### src/rtl/ci_sequencer.sv
// ci_sequencer: hardware initiator for the PE group's variable-multicycle
// custom-instruction interface. It takes one command at a time from a
// valid/ready port, runs it as a single start/done transfer (with a timeout
// abort), and returns one response per command on a valid/ready port.
module ci_sequencer #(
  parameter int DataWidth     = 32,
  parameter int TimeoutCycles = 1024,
  parameter int TimerWidth    = 16
) (
  input  logic                 clk,
  input  logic                 rst_n,
  input  logic                 cmd_valid,
  output logic                 cmd_ready,
  input  logic [2:0]           cmd_n,
  input  logic [DataWidth-1:0] cmd_data,
  output logic                 rsp_valid,
  input  logic                 rsp_ready,
  output logic [DataWidth-1:0] rsp_data,
  output logic                 rsp_err,
  output logic                 ci_clk_en,
  output logic                 ci_start,
  output logic [2:0]           ci_n,
  output logic [DataWidth-1:0] ci_dataa,
  input  logic                 ci_done,
  input  logic [DataWidth-1:0] ci_result,
  output logic                 busy
);

  typedef enum logic [1:0] {IDLE, ISSUE, RESP} state_t;

  // The PE group acts on n=0 (clear) and n=4 (pop) even without start,
  // so the interface parks on this opcode whenever no transfer is active.
  localparam logic [2:0]            NIdle     = 3'd7;
  localparam logic [2:0]            NLastOp   = 3'd4;
  localparam logic [TimerWidth-1:0] TimerLast = TimerWidth'(TimeoutCycles - 1);

  state_t                 state_q;
  logic                   ci_clk_en_q;
  logic                   ci_start_q;
  logic [2:0]             ci_n_q;
  logic [DataWidth-1:0]   ci_dataa_q;
  logic                   rsp_valid_q;
  logic                   rsp_err_q;
  logic [DataWidth-1:0]   rsp_data_q;
  logic [TimerWidth-1:0]  timer_q;

  logic cmd_ready_d;
  logic cmd_accept;
  logic cmd_legal;

  // Ready in IDLE once out of reset; in RESP a new command may ride in on
  // the same cycle the pending response is consumed.
  always_comb begin
    cmd_ready_d = ci_clk_en_q &&
                  ((state_q == IDLE) || ((state_q == RESP) && rsp_ready));
    cmd_accept  = cmd_valid && cmd_ready_d;
    cmd_legal   = (cmd_n <= NLastOp);
  end

  // Sequencer FSM; every interface output is a register updated here.
  always_ff @(posedge clk or negedge rst_n) begin
    if (!rst_n) begin
      state_q     <= IDLE;
      ci_clk_en_q <= 1'b0;
      ci_start_q  <= 1'b0;
      ci_n_q      <= NIdle;
      ci_dataa_q  <= '0;
      rsp_valid_q <= 1'b0;
      rsp_err_q   <= 1'b0;
      rsp_data_q  <= '0;
      timer_q     <= '0;
    end else begin
      ci_clk_en_q <= 1'b1;
      case (state_q)
        IDLE, RESP: begin
          if (cmd_accept) begin
            if (cmd_legal) begin
              ci_start_q  <= 1'b1;
              ci_n_q      <= cmd_n;
              ci_dataa_q  <= cmd_data;
              timer_q     <= '0;
              rsp_valid_q <= 1'b0;
              state_q     <= ISSUE;
            end else begin
              // Illegal opcode never reaches the PE group.
              rsp_valid_q <= 1'b1;
              rsp_err_q   <= 1'b1;
              rsp_data_q  <= '0;
              state_q     <= RESP;
            end
          end else if ((state_q == RESP) && rsp_ready) begin
            rsp_valid_q <= 1'b0;
            state_q     <= IDLE;
          end
        end
        ISSUE: begin
          // Done takes priority, so a completion in the last allowed cycle
          // still produces a normal response.
          if (ci_done) begin
            rsp_data_q  <= ci_result;
            rsp_err_q   <= 1'b0;
            rsp_valid_q <= 1'b1;
            ci_start_q  <= 1'b0;
            ci_n_q      <= NIdle;
            state_q     <= RESP;
          end else if (timer_q == TimerLast) begin
            rsp_data_q  <= '0;
            rsp_err_q   <= 1'b1;
            rsp_valid_q <= 1'b1;
            ci_start_q  <= 1'b0;
            ci_n_q      <= NIdle;
            state_q     <= RESP;
          end else begin
            timer_q <= timer_q + 1'b1;
          end
        end
        default: begin
          state_q    <= IDLE;
          ci_start_q <= 1'b0;
          ci_n_q     <= NIdle;
        end
      endcase
    end
  end

  assign cmd_ready = cmd_ready_d;
  assign rsp_valid = rsp_valid_q;
  assign rsp_data  = rsp_data_q;
  assign rsp_err   = rsp_err_q;
  assign ci_clk_en = ci_clk_en_q;
  assign ci_start  = ci_start_q;
  assign ci_n      = ci_n_q;
  assign ci_dataa  = ci_dataa_q;
  assign busy      = (state_q != IDLE);

endmodule

### config.mk
export PLATFORM = sky130hd
export DESIGN_NAME = ci_sequencer
export DESIGN_NICKNAME = d
export VERILOG_FILES = /design/src/rtl/ci_sequencer.sv
export SDC_FILE = /design/constraint.sdc
export NUM_CORES = 1
export LEC_CHECK = 0
export CORE_UTILIZATION = 36
export CTS_CLUSTER_SIZE = 14
export DETAILED_ROUTE_END_ITERATION = 16
export GPL_TIMING_DRIVEN = 0
export PLACE_DENSITY_LB_ADDON = 0.2
export REMOVE_ABC_BUFFERS = 1
export SYNTH_ARGS = -nofsm -noshare
export SYNTH_HDL_FRONTEND = slang
export SYNTH_SLANG_ARGS = --single-unit
### constraint.sdc
create_clock -name clk -period 5.66 [get_ports clk]
set_input_delay 0.849 -clock clk [delete_from_list [all_inputs] [get_ports clk]]
set_output_delay 0.849 -clock clk [all_outputs]
set_load 0.01 [all_outputs]
Word-level counts from Yosys, hierarchy flattened

Cells that the tools add are included.

Flip-flop bits (word level): 89
Latch bits: 0
Memory bits (writable): 0
Memory bits (read-only): 0
Bits of input ports: 72
Output and inout port bits: 73
Memories: 0

Add/subtract/negate cells: 1
$mul: 0
Divide/modulo/power cells: 0
$lt $le $gt $ge: 1
Eq/ne operators: 10
Shifts and indexed selects: 0
Multiplexer cells: 36
Bitwise operators: 0
Reduce and logical (&&, ||, !) cells: 14

Operators by type and width:

| kind                    | number |
|---|---|
| $mux W32                | 4 |
| $mux W16                | 4 |
| $pmux W32 S2            | 1 |
| $pmux W16 S2            | 1 |
| $add A16 B1 Y16 const B | 1 |
| $eq A16 B10 Y1 const B  | 1 |
| $mux W1                 | 12 |
| $mux W3                 | 4 |
| $mux W2                 | 5 |
| $ne A2 B2 Y1 const B    | 5 |
| $reduce_and A3 Y1       | 3 |
| $ne A3 B3 Y1 const B    | 2 |
| $pmux W1 S2             | 3 |
| $pmux W3 S2             | 1 |
| $reduce_and A5 Y1       | 1 |
| $pmux W2 S2             | 1 |
| $reduce_and A4 Y1       | 1 |
| $reduce_bool A2 Y1      | 2 |
| $le A3 B3 Y1 const B    | 1 |
| $logic_and A1 B1 Y1     | 3 |
| $eq A2 B1 Y1 const B    | 1 |
| $eq A2 B2 Y1 const B    | 1 |
| $logic_not A2 Y1        | 1 |
| $reduce_and A2 Y1       | 1 |
| other kinds (2)         | 2 |

Depth between registers and ports, before layout

Gate-level depths: netlist (run 1).

Word-level depth: 7
Depth in mapped cells: 7
Gate-level depth less buffers: 5

Least setup slack after synthesis (run 1)

OpenSTA, ideal clock, no wires.

Path kind: input to register
Start point: input port rsp_ready
End point: register ci_dataa_q[0], in the netlist ci_dataa[0]
Setup time: 125 ps
Arrival: 2103 ps
Setup slack: 3432 ps
Cell stages on the path: 5
Path buffers: 1
Cell sequence: nand2b_1 nand4b_1 nor2_1 buf_2 mux2_2

Word-level cells in the longest chain between the ends: 5

RTL lines:

| what                        | RTL line | source |
|---|---|---|
| start, declared             | 17       | `input logic rsp_ready,` |
| $logic_and A1 B1 Y1         | 55       | `((state_q == IDLE) \|\| ((state_q == RESP) && rsp_ready));` |
| $logic_or A1 B1 Y1          | 55       |  |
| $logic_and A1 B1 Y1         | 54       | `cmd_ready_d = ci_clk_en_q &&` |
| $logic_and A1 B1 Y1         | 56       | `cmd_accept = cmd_valid && cmd_ready_d;` |
| $reduce_and A3 Y1 (no line) | --       |  |
| end signal, assigned        | 80       | `ci_dataa_q <= cmd_data;` |
| end, declared               | 41       | `logic [DataWidth-1:0] ci_dataa_q;` |

No other way between the ends.
A chain may end at the register's enable or synchronous reset.

Final worst setup path (run 1)

Start point: input port ci_done
End point: register rsp_valid_q, in the netlist rsp_valid

Word-level cells in the longest chain between the ends: 2

RTL lines:

| what                                                              | RTL line | source |
|---|---|---|
| start, declared                                                   | 24       | `input logic ci_done,` |
| $ne A3 B3 Y1 (no line) / $mux W1 (equally long branches)          | --       |  |
| $reduce_and A3 Y1 (no line) / $pmux W1 S2 (equally long branches) | --       |  |
| end signal, assigned                                              | 68       | `rsp_valid_q <= 1'b0;` |
| end signal, assigned                                              | 82       | `rsp_valid_q <= 1'b0;` |
| end signal, assigned                                              | 86       | `rsp_valid_q <= 1'b1;` |
| end, declared                                                     | 42       | `logic rsp_valid_q;` |

Several ways; a longest one is shown, not always the timed one.

==> key figures, run 1 <==
Run status
  – Status: completed

Worst setup path
  – CP startpoint kind: primary input
  – Crit end category: flip-flop
  – Crit path max fanout: 35
  – Crit Path Class: in -> reg
  – Worst Path Arrival: 3.34 ns
  – Critical Path RT: about 6 ns

Timing
  – Relative slew slack: 23.2%
  – Tcrit/Tclk final: 55.7%
  – Final TNS setup: 0 ns
  – Slew @ Worst Pin: approximately 1.2 ns
  – Setup violators final: 0
  – Clock Skew: around 0.013 ns
  – Final slew viol count: 0
  – Unrepaired setup endpoints after global routing: no
  – Fin crit period: 3.15 ns
  – Achievable frequency: 317 MHz
  – Final hold vios: 0

Routing
  – DRT Pass-1 Iters: 5
  – Iteration-0 DRC Markers: 141
  – Routed WL per cell: 16.6 µm
  – DR vias: 3003
  – # DRC: 0
  – Routed WL: 9.41 mm
  – DR vias/cell: 5.30
  – Post-route antenna net violation count: 0

Global routing
  – Initial antenna violation count: 0
  – Grt peak-use layer: met2
  – Total gr overflow: 0
  – Largest net degree at the start of global routing: around 50
  – Total Routing Usage GR: 18.3%
  – Met1 Usage GRT: approximately 24%
  – First-pass GRT wire length: 15.6 mm
  – Met2 Usage GRT: 28.0%
  – Vias in the first global route: 3007
  – M3 GR Usage: 6.67%

Synthesis
  – Gate Count Post-Synth: 289
  – Synthesized flop and latch total: ~90
  – Asr flop ratio synth: 100%
  – Top FF cell, synth: dfrtp_1
  – Distinct cells, synth: 45
  – Post-synth EDFFs: 0
  – Synth warn: 0
  – Post-synthesis sequential area ratio: 59.8%
  – Synthesized area per cell: between 10 and 15 µm²
  – Cell area after synthesis: 0.00373 mm²

Cells and area
  – Design area: between 0.005 and 0.006 mm²
  – Commonest non-fill, non-tap cells in the layout: clkdlybuf4s50_1, dfrtp_1, mux2_2, a22o_1, a31oi_1
  – Share of layout cells above drive strength 1: 13.8%
  – Diodes inserted: 0
  – Commonest non-fill, non-tap cell in the layout: clkdlybuf4s50_1
  – Area delta synth->final: 46.5%
  – Final core utilization: 55.2%
  – Final nets: 502

Clocking
  – Root Driver: clkbuf_8
  – Skew-Pair Late Insertion Delay: 0.36 ns
  – TritonCTS clock tree: built
  – Post-CTS Setup Inserts: 0
  – CTS Hold Bufs: 0
  – Max Root-Sink Buffers: 2
  – Inserted Clock Buffers: 9
  – Clock transition at path regs: 0.09 ns
  – Post-CTS resize count: 0
  – Clk sink count: 89
  – H-tree depth: 3

Die
  – Die W: 104 µm
  – Die area: 0.0108 mm²
  – CORE AREA: between 0.009 and 0.01 mm²
  – IO Pins: 145
  – Std cell rows: 36
  – Initial core utilization: 37.7%
  – Die H: 104 µm

Placement
  – Placed inst area: 0.00528 mm²
  – Placer's final routability congestion estimate: 0.818
  – Port buffer count: 144
  – Post-DP HPWL: 6.63 mm

Power
  – Seq pwr share: 44.6%
  – Clock power frac: 19.1%
  – VDD IR max: 0.194 mV
  – Int Power: around 1500 µW
  – Pwr Total: 2210 µW
  – Switching power: 664 µW
  – Power density cells: 404 mW/mm²
  – Lkg Pwr: roughly 0.0023 µW
  – Combinational share of power: 36.3%
  – Sw Share: 30.1%

Min path
  – Worst hold path class: in -> async

Run
  – Max Cap Viol: 0
==> cell usage after synthesis, drive strengths merged, types with 2 or more instances <==
cell type	n	area share, %
a31o	2	0.47
nand3	9	1.2
nor4	3	0.91
o21ai	7	0.94
nand4b	3	0.70
dfrtp	86	58
and4	3	0.70
nand2	11	1.1
clkbuf	6	0.60
o21a	3	0.60
o22a	3	0.70
mux2i	2	0.54
or4	2	0.40
a22o	32	7.5
nand2b	5	0.84
o211ai	2	0.40
nand4	7	1.3
a31oi	14	2.3
inv	8	0.80
buf	11	2.3
mux2	32	9.7
dfstp	3	2.1
o22ai	2	0.34
a21oi	2	0.27
nor2	10	1.0
o221ai	4	0.94
a211oi	2	0.40
==> per-layer routing <==
metal / wire length, µm / vias to the layer above
met4: 108 / 0
met2: 4460 / 127
met1: 4000 / 1488
met3: 845 / 13
li1: - / 1375
met5: 0 / -
==> sequential cells by signal, indices dropped and copies added (netlist names) <==
signal     cells
ci_dataa      32
ci_n           3
ci_clk_en      1
ci_start       1
state_q        2
rsp_data      32
timer_q       16
rsp_err        1
rsp_valid      1
==> power groups by stage <==
stage	clock [µW]	sequential [µW]	combinational (µW)
global route	467	1010	859
CTS	438	982	811
global placement	0	983	796
floorplan	0	1060	240
finish	422	983	801
detailed placement	0	987	809
==> metrics by stage <==
stage	instances	setup slack [ns]	hold slack, ns
5_1_grt	567	2.33	0.513
3_5_place_dp	551	2.16	0.481
3_3_place_gp	549	0.376	0.467
6_report	567	2.51	0.477
2_1_floorplan	272	2.47	0.443
4_1_cts	567	2.54	0.487
==> cells by family (layout without fill, tap and decap cells) <==
family                     Yosys count  after routing  share of synthesized area [%]
adders and majority gates            1              1                          0.335
DFF                                 89             89                           59.8
and+or+nand+nor                     60             60                           9.52
muxes                               34             34                           10.2
AOI/OAI and AO/OA                   79             79                           16.3
buffers and inverters               25            170                           3.72
other                                1              1                          0.101
==> final cells by class <==
class	count	area [µm²]
multi-input combinational	175	1370
timing repair buffer	146	1480
clock buffer	11	131
fill	846	4440
inverter	8	30.0
sequential	89	2230
clock inverter	5	53.8
tap	133	166
==> critical path, cell delays in order <==
cell             delay (ns)
clkdlybuf4s50_1        0.46
nor2_1                 0.81
a211o_1                1.00
o21ai_0                0.21
==> final timing paths <==
path / slack [ns] / end / from / cells past startpoint
max reg2reg: 2.64 / rsp_valid / state_q[0] / 4
max in group asynchronous: 4.50 / ci_n[1] / rst_n / 2
min reg2reg: 0.50 / rsp_data[23] / rsp_data[23] / 1
max: 2.51 / rsp_valid / ci_done / 4
min in group clk: 0.50 / rsp_data[23] / rsp_data[23] / 1
min: 0.48 / timer_q[4] / rst_n / 1
Note: power is estimated with default switching activity, not from simulation.
==> run 2: changes to the inputs <==
Clock period 5.66 ns to 2.75 ns, I/O delays scaled along.
==> key figures, run 2 (synthesized netlist as in run 1, its figures left out) <==
Cells and area
  – Area delta synth->final: 46.7%
  – Commonest non-fill, non-tap cells in the layout: clkdlybuf4s50_1, dfrtp_1, mux2_2, a22o_1, a31oi_1
  – Final nets: 502
  – Commonest non-fill, non-tap cell in the layout: clkdlybuf4s50_1
  – Diodes inserted: 0
  – Share of layout cells above drive strength 1: 14.5%

Timing
  – Setup violators final: 0
  – Final hold vios: 0
  – Final setup margin: 0.211 ns
  – Clock Skew: 0.0114 ns
  – Relative slew slack: 38.2%
  – Fin crit period: between 2 and 3 ns
  – Slew @ Worst Pin: slightly above 0.9 ns
  – Unrepaired setup endpoints after global routing: no
  – Achievable frequency: 394 MHz
  – Tcrit/Tclk final: 92.3%
  – Final slew viol count: 0

Placement
  – Placement Setup Slack: -0.314 ns
  – Post-DP HPWL: 6.63 mm
  – Port buffer count: ~140
  – Placer's final routability congestion estimate: 0.818

Worst setup path
  – Critical Path RT: 2.99 ns
  – Crit end category: flip-flop
  – R2R depth: 5
  – Worst Path Arrival: roughly 2.8 ns
  – CP startpoint kind: flip-flop
  – Crit Path Class: reg -> reg
  – Crit path max fanout: 35

Global routing
  – Total Routing Usage GR: 18.3%
  – Largest net degree at the start of global routing: a little under 50
  – First-pass GRT wire length: about 16 mm
  – Met1 Usage GRT: about 24%
  – Grt peak-use layer: met2
  – Initial antenna violation count: 0
  – Vias in the first global route: 3007
  – Total gr overflow: 0
  – M3 GR Usage: 6.67%
  – Met2 Usage GRT: 28.0%

Routing
  – DRT Pass-1 Iters: 4
  – Routed WL per cell: 16.5 µm
  – Post-route antenna net violation count: 0
  – DR vias/cell: 5.25
  – # DRC: 0
  – Routed WL: 9.37 mm
  – Iteration-0 DRC Markers: around 130
  – DR vias: 2977

Clocking
  – Root Driver: clkbuf_8
  – CTS Hold Bufs: 0
  – Clock transition at path regs: 0.08 ns
  – TritonCTS clock tree: built
  – Skew-Pair Late Insertion Delay: between 0.3 and 0.4 ns
  – Post-CTS Setup Inserts: 0
  – Clk sink count: 89
  – Max Root-Sink Buffers: 2
  – Post-CTS resize count: 1
  – Inserted Clock Buffers: 9
  – H-tree depth: 3

Die
  – Std cell rows: 36
  – Initial core utilization: 37.7%
  – Die W: 104 µm
  – Die H: ~100 µm
  – Die area: 0.0108 mm²
  – IO Pins: 145
  – CORE AREA: 0.00991 mm²

Power
  – Lkg Pwr: around 0.0023 µW
  – VDD IR max: approximately 0.40 mV
  – Pwr Total: 4540 µW
  – Power density cells: 829 mW/mm²

Min path
  – Worst hold path class: in -> async

Run status
  – Status: completed

Run
  – Max Cap Viol: 0
-- run 2: worst max-delay path, stage by stage (launching register included) --
cell and delay, ns:
dfrtp_1 0.44, ha_1 0.31, and4bb_2 0.28, nand4_2 0.38, a211o_2 0.71, a22o_1 0.29
-- run 2: layout make-up --
cell class / count / area [µm²]
Fill cell: 843 / 4430
Sequential cell: 89 / 2230
Timing Repair Buffer: 146 / 1480
Multi-Input combinational cell: 175 / 1380
Tap cell: 133 / 166
Clock buffer: 11 / 131
Clock inverter: 5 / 53.8
Inverter: 8 / 30.0
-- run 2: worst paths after layout --
| check | start | to | slack [ns] |
|---|---|---|---|
| min in group clk | rsp_data[23] | rsp_data[23] | 0.50 |
| worst max-delay path | timer_q[0] | rsp_data[6] | 0.21 |
| worst max register to register | timer_q[0] | rsp_data[6] | 0.21 |
| worst min register to register | rsp_data[23] | rsp_data[23] | 0.50 |
| worst min-delay path | rst_n | timer_q[4] | 0.04 |
| max in group asynchronous | rst_n | ci_n[1] | 2.03 |
-- run 2: per-layer routing --
metal	vias to the layer above	part of all wire, %
met5	-	0
met4	0	1.3
met3	10	9.1
met2	119	47
met1	1478	42
li1	1370	-
-- run 2: where the power goes --
group / switching [µW] / leakage, µW / internal, µW
logic: 622 / 0.00106 / 1030
clock network: 450 / 0.0000975 / 420
registers: 296 / 0.00112 / 1730
total: 1370 / 0.00228 / 3170
-- run 2: per-stage QoR --
| step | hold slack, ns | util (%) | TNS, ns | instances | area [µm²] |
|---|---|---|---|---|---|
| final | 0.0396 | 55.3 | 0 | 567 | 5480 |
| after global routing | 0.0811 | 55.3 | 0 | 567 | 5480 |
| after CTS | 0.0509 | 55.2 | 0 | 567 | 5470 |
| after detailed placement | 0.447 | 53.3 | -9.15 | 551 | 5280 |
| after global placement | 0.467 | 52.8 | -235.66 | 549 | 5230 |
| after floorplan | 0.117 | - | -0.270 | 272 | 3620 |
==> run 3: changes to the inputs <==
==> constraint.sdc (replaced) <==
create_clock -name clk -period 2.75 [get_ports clk]
set_input_delay 0.825 -clock clk [delete_from_list [all_inputs] [get_ports clk]]
set_output_delay 0.825 -clock clk [all_outputs]
set_load 0.01 [all_outputs]
==> key figures, run 3 (synthesized netlist as in run 1, its figures left out) <==
Worst setup path
  – Crit path max fanout: 17
  – CP startpoint kind: primary input
  – Worst reg2reg path startpoint: timer_q[0]
  – Worst Path Arrival: slightly below 3 ns
  – Crit Path Class: in -> reg
  – Crit Reg-Reg Endpoint: rsp_data[6]
  – Flop-to-flop setup slack: 0.20 ns
  – CP cell instances: clkdlybuf4s50_1, nand2b_4, nand4b_1, nor2_4, mux2_2
  – Crit path launch: rsp_ready
  – Critical Path RT: 2.99 ns
  – Slowest-stage cell, CP: nor2_4
  – CP Capture Point: ci_dataa[0]
  – Slowest cell delay on critical path: 0.64 ns
  – R2R depth: 5
  – Crit end category: flip-flop
  – CP Depth: 5
  – Critical path buffers and inverters: 1
  – CP delay by family, top: simple AND/OR/NAND/NOR gates

Die
  – Std cell rows: 36
  – IO Pins: 145
  – Initial core utilization: 37.7%
  – Die area: 0.0108 mm²
  – Die H: 104 µm
  – CORE AREA: 0.00991 mm²
  – Die W: 104 µm

Placement
  – Port buffer count: approximately 140
  – Placed inst area: 0.00528 mm²
  – Post-DP HPWL: 6.63 mm
  – Placer's final routability congestion estimate: 0.818

Global routing
  – M3 GR Usage: around 6.7%
  – Met2 Usage GRT: between 20% and 30%
  – Total Routing Usage GR: 18.3%
  – Vias in the first global route: 3015
  – Total gr overflow: 0
  – Grt peak-use layer: met2
  – First-pass GRT wire length: roughly 16 mm
  – Largest net degree at the start of global routing: 49
  – Initial antenna violation count: 0
  – Met1 Usage GRT: between 20% and 30%

Clocking
  – TritonCTS clock tree: built
  – Root Driver: clkbuf_8
  – Clock transition at path regs: 0.08 ns
  – Max Root-Sink Buffers: 2
  – CTS Hold Bufs: 0
  – Clk sink count: slightly below 90
  – Inserted Clock Buffers: 9
  – H-tree depth: 3
  – Skew-Pair Late Insertion Delay: 0.36 ns

Cells and area
  – Commonest non-fill, non-tap cells in the layout: clkdlybuf4s50_1, dfrtp_1, a22o_1, mux2_2, a31oi_1
  – Storage cell area: 0.00223 mm²
  – Area delta synth->final: 48.0%
  – Commonest non-fill, non-tap cell in the layout: clkdlybuf4s50_1
  – Filler instances: 845
  – Design area: around 0.0055 mm²
  – Share of layout cells above drive strength 1: 15.6%
  – Multi-input gate area: ~0.0014 mm²
  – Diodes inserted: 0
  – Final nets: between 500 and 600

Min path
  – Worst hold path class: in -> async

Timing
  – Fin crit period: 2.72 ns
  – Hold_ws: 0.452 ns
  – Clock Skew: 0.0124 ns
  – Relative slew slack: 45.6%
  – Slew @ Worst Pin: 0.815 ns
  – Achievable frequency: 368 MHz
  – Final slew viol count: 0
  – Final hold vios: 0
  – Unrepaired setup endpoints after global routing: yes
  – Tcrit/Tclk final: a little over nine tenths
  – Setup violators final: 0

Routing
  – Routed WL: 9.67 mm
  – DRT Pass-1 Iters: 4
  – # DRC: 0
  – Post-route antenna net violation count: 0
  – DR vias: 2980
  – Routed WL per cell: 17.0 µm
  – Iteration-0 DRC Markers: 123
  – DR vias/cell: 5.23

Run status
  – Status: completed

Power
  – Power density cells: a little over 800 mW/mm²
  – VDD IR max: 0.399 mV
  – Pwr Total: 4560 µW
  – Lkg Pwr: 0.00230 µW

Run
  – Max Cap Viol: 0
-- run 3: cell count changes in the layout (fill, tap and decap cells not counted), sizes merged --
cell	delta
buf	+2
clkbuf	+1
clkdlybuf4s50	-1
nor2	+1
-- run 3: power by group --
group | switching (µW) | internal [µW]
Combinational | 630 | 1030
Sequential | 298 | 1730
Clock | 451 | 420
-- run 3: final cells by class --
| type | instances | area share (%) |
|---|---|---|
| clock buffers | 11 | 2.38 |
| clock inverters | 5 | 0.975 |
| multi-input cells | 176 | 25.4 |
| flip-flops and latches | 89 | 40.4 |
| well taps | 133 | 3.01 |
| inverters | 8 | 0.544 |
| repair buffers | 148 | 27.2 |
-- run 3: through the flow --
stage / setup TNS, ns / util, % / setup slack, ns / cells
after floorplan: -13.59 / - / -0.421 / 272
after global placement: -304.54 / 52.8 / -2.51 / 549
after detailed placement: -42.80 / 53.3 / -0.727 / 551
after CTS: -0.0400 / 55.3 / -0.00886 / 567
after global routing: -1.32 / 55.7 / -0.0863 / 570
final: 0 / 55.7 / 0.0324 / 570
-- run 3: per-layer routing --
metal	part of all wire, %	vias up
met1	44	1488
met5	0	-
met4	1.2	0
li1	-	1384
met2	47	98
met3	7.8	10
-- run 3: repair_timing --
action | CTS | global route
resized for setup | 4 | 5
endpoints found under the setup margin | 78 | 82
cloned | 0 | 1
pin swaps | 1 | 1
buffers inserted | 0 | 2
-- run 3: how the worst min path moves through the flow --
stage | from | to | cells after the start
after floorplan | timer_q[15] | timer_q[15] | 1
after global placement | timer_q[15] | timer_q[15] | 1
after detailed placement | rsp_data[22] | rsp_data[22] | 1
after CTS | rst_n | ci_dataa[7] | 1
after global routing | rst_n | ci_dataa[2] | 1
final | rst_n | timer_q[4] | 1
